[config.mk]
export PLATFORM = sky130hd
export DESIGN_NAME = mem_stage_lsu
export DESIGN_NICKNAME = d
export VERILOG_FILES = /design/src/rtl/mem_stage_lsu.sv
export SDC_FILE = /design/constraint.sdc
export NUM_CORES = 1
export LEC_CHECK = 0
export CAP_MARGIN = 20
export CORE_ASPECT_RATIO = 1.25
export CORE_MARGIN = 4
export CORE_UTILIZATION = 31
export DETAILED_ROUTE_END_ITERATION = 8
export GPL_TIMING_DRIVEN = 0
export PLACE_DENSITY = 0.72
export REMOVE_ABC_BUFFERS = 1
export SKIP_LAST_GASP = 1
export SLEW_MARGIN = 20
export SYNTH_ARGS = -nofsm -noshare
export SYNTH_HDL_FRONTEND = slang
export SYNTH_SLANG_ARGS = --single-unit
[constraint.sdc]
create_clock -name clk -period 7.4 [get_ports clk]
set_input_delay 1.48 -clock clk [delete_from_list [all_inputs] [get_ports clk]]
set_output_delay 1.48 -clock clk [all_outputs]
set_load 0.01 [all_outputs]
[src/rtl/mem_stage_lsu.sv]
// MEM pipeline stage: tracks the outstanding data-SRAM response, buffers it across WB stalls,
// and counts responses owed to flushed instructions. Define MEM_LOAD_EXT_EN for sub-word loads.
module mem_stage_lsu #(
    parameter int DW    = 32,
    parameter int PC_W  = 32,
    parameter int RA_W  = 5,
    parameter int CNT_W = 2
) (
    input  logic            clk,
    input  logic            reset,
    input  logic            es_valid,
    input  logic [PC_W-1:0] es_pc,
    input  logic [DW-1:0]   es_alu_result,
    input  logic            es_res_from_mem,
    input  logic [2:0]      es_ld_op,
    input  logic            es_req_issued,
    input  logic            es_reg_we,
    input  logic [RA_W-1:0] es_reg_waddr,
    output logic            ms_allow_in,
    input  logic            ws_allow_in,
    output logic            ms_to_ws_valid,
    output logic [PC_W-1:0] ms_pc,
    output logic [DW-1:0]   ms_final_result,
    output logic            ms_reg_we,
    output logic [RA_W-1:0] ms_reg_waddr,
    output logic            ms_byp_we,
    output logic [RA_W-1:0] ms_byp_waddr,
    output logic [DW-1:0]   ms_byp_wdata,
    output logic            ms_byp_stall,
    input  logic            flush,
    input  logic            data_sram_data_ok,
    input  logic [DW-1:0]   data_sram_rdata
);

    localparam logic [CNT_W-1:0] CNT_MAX = '1;

    logic            ms_valid;
    logic            ms_wait;
    logic            buf_valid;
    logic [DW-1:0]   buf_data;
    logic [CNT_W-1:0] cancel_cnt;

    logic [PC_W-1:0] pl_pc;
    logic [DW-1:0]   pl_alu_result;
    logic            pl_res_from_mem;
    logic            pl_reg_we;
    logic [RA_W-1:0] pl_reg_waddr;

    logic            cnt_zero;
    logic            resp_drop;
    logic            resp_mem;
    logic            ms_ready_go;
    logic            load_in;
    logic            kill_mem;
    logic            kill_exe;
    logic [CNT_W:0]  cnt_sum;
    logic [CNT_W-1:0] cnt_next;
    logic [DW-1:0]   raw_data;
    logic [DW-1:0]   load_data;

    // A response goes to MEM only once every cancelled response ahead of it has drained.
    assign cnt_zero    = (cancel_cnt == '0);
    assign resp_drop   = data_sram_data_ok && !cnt_zero;
    assign resp_mem    = data_sram_data_ok && cnt_zero && ms_valid && ms_wait && !buf_valid;
    assign ms_ready_go = !ms_wait || buf_valid || (data_sram_data_ok && cnt_zero);

    assign ms_to_ws_valid = ms_valid && ms_ready_go;
    assign ms_allow_in    = !ms_valid || (ms_ready_go && ws_allow_in);
    assign load_in        = ms_allow_in && es_valid && !flush;

    assign kill_mem = ms_valid && ms_wait && !buf_valid && !resp_mem;
    assign kill_exe = es_valid && es_req_issued;

    always_comb begin
        cnt_sum = {1'b0, cancel_cnt};
        if (resp_drop)
            cnt_sum = cnt_sum - (CNT_W+1)'(1);
        if (flush)
            cnt_sum = cnt_sum + (CNT_W+1)'(kill_mem) + (CNT_W+1)'(kill_exe);
        cnt_next = (cnt_sum > {1'b0, CNT_MAX}) ? CNT_MAX : cnt_sum[CNT_W-1:0];
    end

    assign raw_data = buf_valid ? buf_data : data_sram_rdata;

`ifdef MEM_LOAD_EXT_EN
    localparam int OFF_W = $clog2(DW / 8);
    localparam int IDX_W = $clog2(DW);

    logic [2:0]       pl_ld_op;
    logic [OFF_W-1:0] lane_off;
    logic [IDX_W-1:0] byte_idx;
    logic [IDX_W-1:0] half_idx;
    logic [7:0]       byte_v;
    logic [15:0]      half_v;

    always_ff @(posedge clk) begin
        if (load_in)
            pl_ld_op <= es_ld_op;
    end

    assign lane_off = pl_alu_result[OFF_W-1:0];
    assign byte_idx = {lane_off, 3'b000};
    assign half_idx = {lane_off[OFF_W-1:1], 4'b0000};
    assign byte_v   = raw_data[byte_idx +: 8];
    assign half_v   = raw_data[half_idx +: 16];

    always_comb begin
        case (pl_ld_op)
            3'b001:  load_data = {{(DW-8){byte_v[7]}}, byte_v};
            3'b010:  load_data = {{(DW-8){1'b0}}, byte_v};
            3'b011:  load_data = {{(DW-16){half_v[15]}}, half_v};
            3'b100:  load_data = {{(DW-16){1'b0}}, half_v};
            default: load_data = raw_data;
        endcase
    end
`else
    logic ld_op_unused;
    assign ld_op_unused = ^es_ld_op;
    assign load_data    = raw_data;
`endif

    assign ms_final_result = pl_res_from_mem ? load_data : pl_alu_result;
    assign ms_pc           = pl_pc;
    assign ms_reg_we       = ms_valid && pl_reg_we;
    assign ms_reg_waddr    = pl_reg_waddr;
    assign ms_byp_we       = ms_valid && pl_reg_we;
    assign ms_byp_waddr    = pl_reg_waddr;
    assign ms_byp_wdata    = ms_final_result;
    assign ms_byp_stall    = ms_valid && pl_res_from_mem && !ms_ready_go;

    // Control state; the buffer only fills when the response arrives but the instruction cannot leave.
    always_ff @(posedge clk) begin
        if (reset) begin
            ms_valid   <= 1'b0;
            ms_wait    <= 1'b0;
            buf_valid  <= 1'b0;
            cancel_cnt <= '0;
        end else begin
            cancel_cnt <= cnt_next;
            if (flush) begin
                ms_valid  <= 1'b0;
                ms_wait   <= 1'b0;
                buf_valid <= 1'b0;
            end else if (ms_allow_in) begin
                ms_valid  <= es_valid;
                ms_wait   <= es_valid && es_req_issued;
                buf_valid <= 1'b0;
            end else if (resp_mem) begin
                buf_valid <= 1'b1;
            end
        end
    end

    always_ff @(posedge clk) begin
        if (load_in) begin
            pl_pc           <= es_pc;
            pl_alu_result   <= es_alu_result;
            pl_res_from_mem <= es_res_from_mem;
            pl_reg_we       <= es_reg_we;
            pl_reg_waddr    <= es_reg_waddr;
        end
        if (!flush && !ms_allow_in && resp_mem)
            buf_data <= data_sram_rdata;
    end

endmodule

==> impl_metrics.json <==
{
  "reg2reg_from": "cancel_cnt[0]$_SDFF_PP0_",
  "cp-startpoint": "data_sram_data_ok",
  "hold_depth": 2,
  "finalCriticalPeriod_ns": 4.64,
  "end_kind": "primary output",
  "antennaDiodeCount": 0,
  "max_freq_ghz": 0.216,
  "setup_viol": 0,
  "wl_um": 11800,
  "final_common_cell": "clkdlybuf4s50_1",
  "intPower_mw": 1.07,
  "path_class": "in -> out",
  "rrSetupSlack_ns": 4.80,
  "globalplace.congestion": 0.761,
  "swShare": 0.240,
  "clockRootBuffer": "clkbuf_16",
  "yosys_most_used_dff": "edfxtp_1",
  "grt_overflow_total": 0,
  "ys_seq_area_frac": 0.713,
  "final_cell_mix": "clkdlybuf4s50_1, edfxtp_1, nor2_1, a21oi_1, mux2i_1",
  "cellPowerDensity_mw_per_mm2": 202,
  "cts_tree": "done",
  "coreArea_mm2": 0.0140,
  "netlist_instances": 302,
  "grt_pass1_vias": 3448,
  "grt_pass1_wl_um": 18000,
  "cts_hold_buf": 0,
  "clk_pin_slew_worst_paths_ns": 0.07,
  "finalMaxSlewViolations": 0,
  "n_fill_cell": 1223,
  "hold_slack_ns": 0.609,
  "fp-row-count": 48,
  "status": "finished, final reports clean",
  "cts_sinks": 108,
  "initial_core_util": 0.320,
  "rsz0062_at_grt": "false",
  "yosysUniqueCellTypes": 35,
  "crit_top_cell": "clkdlybuf4s50_1",
  "post_cts_buffers": 0,
  "p_seq_frac": 0.500,
  "maxCapViolCount": 0,
  "drt-pass1-iter-count": 4,
  "slew_headroom": 0.474,
  "die_area_mm2": 0.0164,
  "vdd_drop_max_mv": 0.102,
  "clock_path_buffers": 2,
  "r2r_cells": 8,
  "slowest_delay_ns": 0.49,
  "dp_slack_ns": 2.78,
  "antenna_found_initial": 1,
  "worstPathMaxFanout": 4,
  "fin_crit_sh": 0.627,
  "cts_resized": 0,
  "die_w_um": 115,
  "grt_max_degree": 36,
  "antenna_left": 0,
  "ys_ff_latch": 108,
  "r2r-end": "buf_data[29]$_DFFE_PP_",
  "yosys_warnings": 0,
  "cp_cell_sequence": "clkdlybuf4s50_1 > and2_1 > o21ai_0 > nand2_1 > clkdlybuf4s50_1",
  "drive_above_1_share": 0.0660,
  "clk_latency_ns": 0.34,
  "syn2layout_area_growth_pct": 56.0,
  "cp_data_required_time_ns": 5.92,
  "synth_edf_count": 103,
  "drc": 0,
  "setup_ws_ns": 2.76,
  "numPortBuffers": 220,
  "p_clk_frac": 0.330,
  "grt_usage": 0.144,
  "final-hold-violation-count": 0,
  "drtIter0Drc": 83,
  "design.final.nets": 612,
  "die_y_um": 142,
  "wl_per_cell_um": 17.5,
  "syn_area_mm2": 0.00448,
  "crit_path_top_delay_cell": "clkdlybuf4s50_1",
  "critical_path.endpoint": "ms_allow_in",
  "h-tree-depth": 3,
  "cts_buffers": 9,
  "hold_class": "reg -> reg",
  "cp.arrival_ns": 3.16,
  "viasPerCell": 4.56,
  "ys_async_sr_fraction": 0,
  "p_leak_nw": 2.37,
  "boundaryPins": 224,
  "switching_power_mw": 0.338,
  "p_comb_frac": 0.169,
  "final_util": 0.499,
  "critPathLaunchType": "input pin",
  "worstMarginPinSlew_ns": 0.789,
  "fin_skew_ns": 0.00847,
  "vias": 3077,
  "syn_area_per_cell_um2": 14.8,
  "finalPower_mw": 1.41,
  "dp_hpwl_um": 9160
}
==> cell type report <==
type	instances	area (µm²)	share of cell area
multi-input combinational	139	935	0.134
sequential	108	3200	0.458
clock buffer	10	229	0.0328
inverter	5	18.8	0.00269
timing repair buffer	232	2330	0.334
clock inverter	6	56.3	0.00806
tap	175	219	0.0313
==> registers in the layout, indices dropped and copies added (netlist names) <==
register / count
pl_reg_we: 1
buf_data: 32
ms_byp_waddr: 5
ms_wait: 1
cancel_cnt: 2
pl_alu_result: 32
ms_valid: 1
buf_valid: 1
pl_res_from_mem: 1
ms_pc: 32
==> synthesized netlist by cell type, types with 2 or more instances <==
master,number,share of area
nand2_1,5,0.0042
buf_4,40,0.067
edfxtp_1,103,0.69
buf_2,3,0.0034
nor2b_1,2,0.0028
mux2i_1,33,0.074
dfxtp_1,5,0.022
and2_1,3,0.0042
o21ai_0,3,0.0034
inv_1,5,0.0042
ha_1,3,0.0084
a21oi_1,34,0.038
nand2b_1,2,0.0028
nor3_1,3,0.0034
buf_1,3,0.0025
clkbuf_1,3,0.0025
nor2_1,34,0.029
==> metal layers <==
layer / vias to the layer above / global-route usage / wire length (µm)
met5: - / 0 / 7
met4: 2 / 0.0464 / 184
met3: 15 / 0.0715 / 1400
met2: 154 / 0.253 / 6070
met1: 1444 / 0.148 / 4120
li1: 1462 / - / -
==> power groups by stage <==
stage	registers [mW]	logic [mW]	clock network [mW]
final	0.706	0.239	0.466
after global routing	0.708	0.262	0.508
after CTS	0.706	0.242	0.487
after detailed placement	0.720	0.241	0
after global placement	0.727	0.224	0
after floorplan	0.728	0.0827	0
==> cells by family after synthesis <==
| family | Yosys count | share of synthesized area |
|---|---|---|
| AO/OA/AOI/OAI | 45 | 0.0570 |
| XOR/XNOR | 1 | 0.00196 |
| adder cells (fa/ha/maj) | 4 | 0.0129 |
| buffers and inverters | 55 | 0.0822 |
| flip-flops | 108 | 0.713 |
| multiplexers | 33 | 0.0738 |
| AND/OR/NAND/NOR | 56 | 0.0590 |
==> through the flow <==
stage	setup TNS (ns)	area, µm²	std cells
final	0	6990	675
after detailed placement	0	6700	659
after CTS	0	6990	675
after global routing	0	6990	675
after floorplan	-17.71	4130	252
after global placement	-266.79	6550	647
==> worst min path at each step <==
stage / startpoint / endpoint / slack [ns]
final: ms_wait$_SDFFE_PP0P_ / buf_valid$_SDFFE_PP0P_ / 0.61
after global routing: ms_wait$_SDFFE_PP0P_ / buf_valid$_SDFFE_PP0P_ / 0.66
after CTS: ms_wait$_SDFFE_PP0P_ / buf_valid$_SDFFE_PP0P_ / 0.60
after detailed placement: ms_wait$_SDFFE_PP0P_ / buf_valid$_SDFFE_PP0P_ / 0.59
after global placement: ms_wait$_SDFFE_PP0P_ / buf_valid$_SDFFE_PP0P_ / 0.55
after floorplan: ms_wait$_SDFFE_PP0P_ / buf_valid$_SDFFE_PP0P_ / 0.52
==> worst max-delay path, delay by kind of cell <==
kind,cells,cell delay [ns]
buffers and inverters,2,0.95
AO/OA/AOI/OAI,1,0.44
AND/OR/NAND/NOR,2,0.30
(Power assumes the default switching activity.)
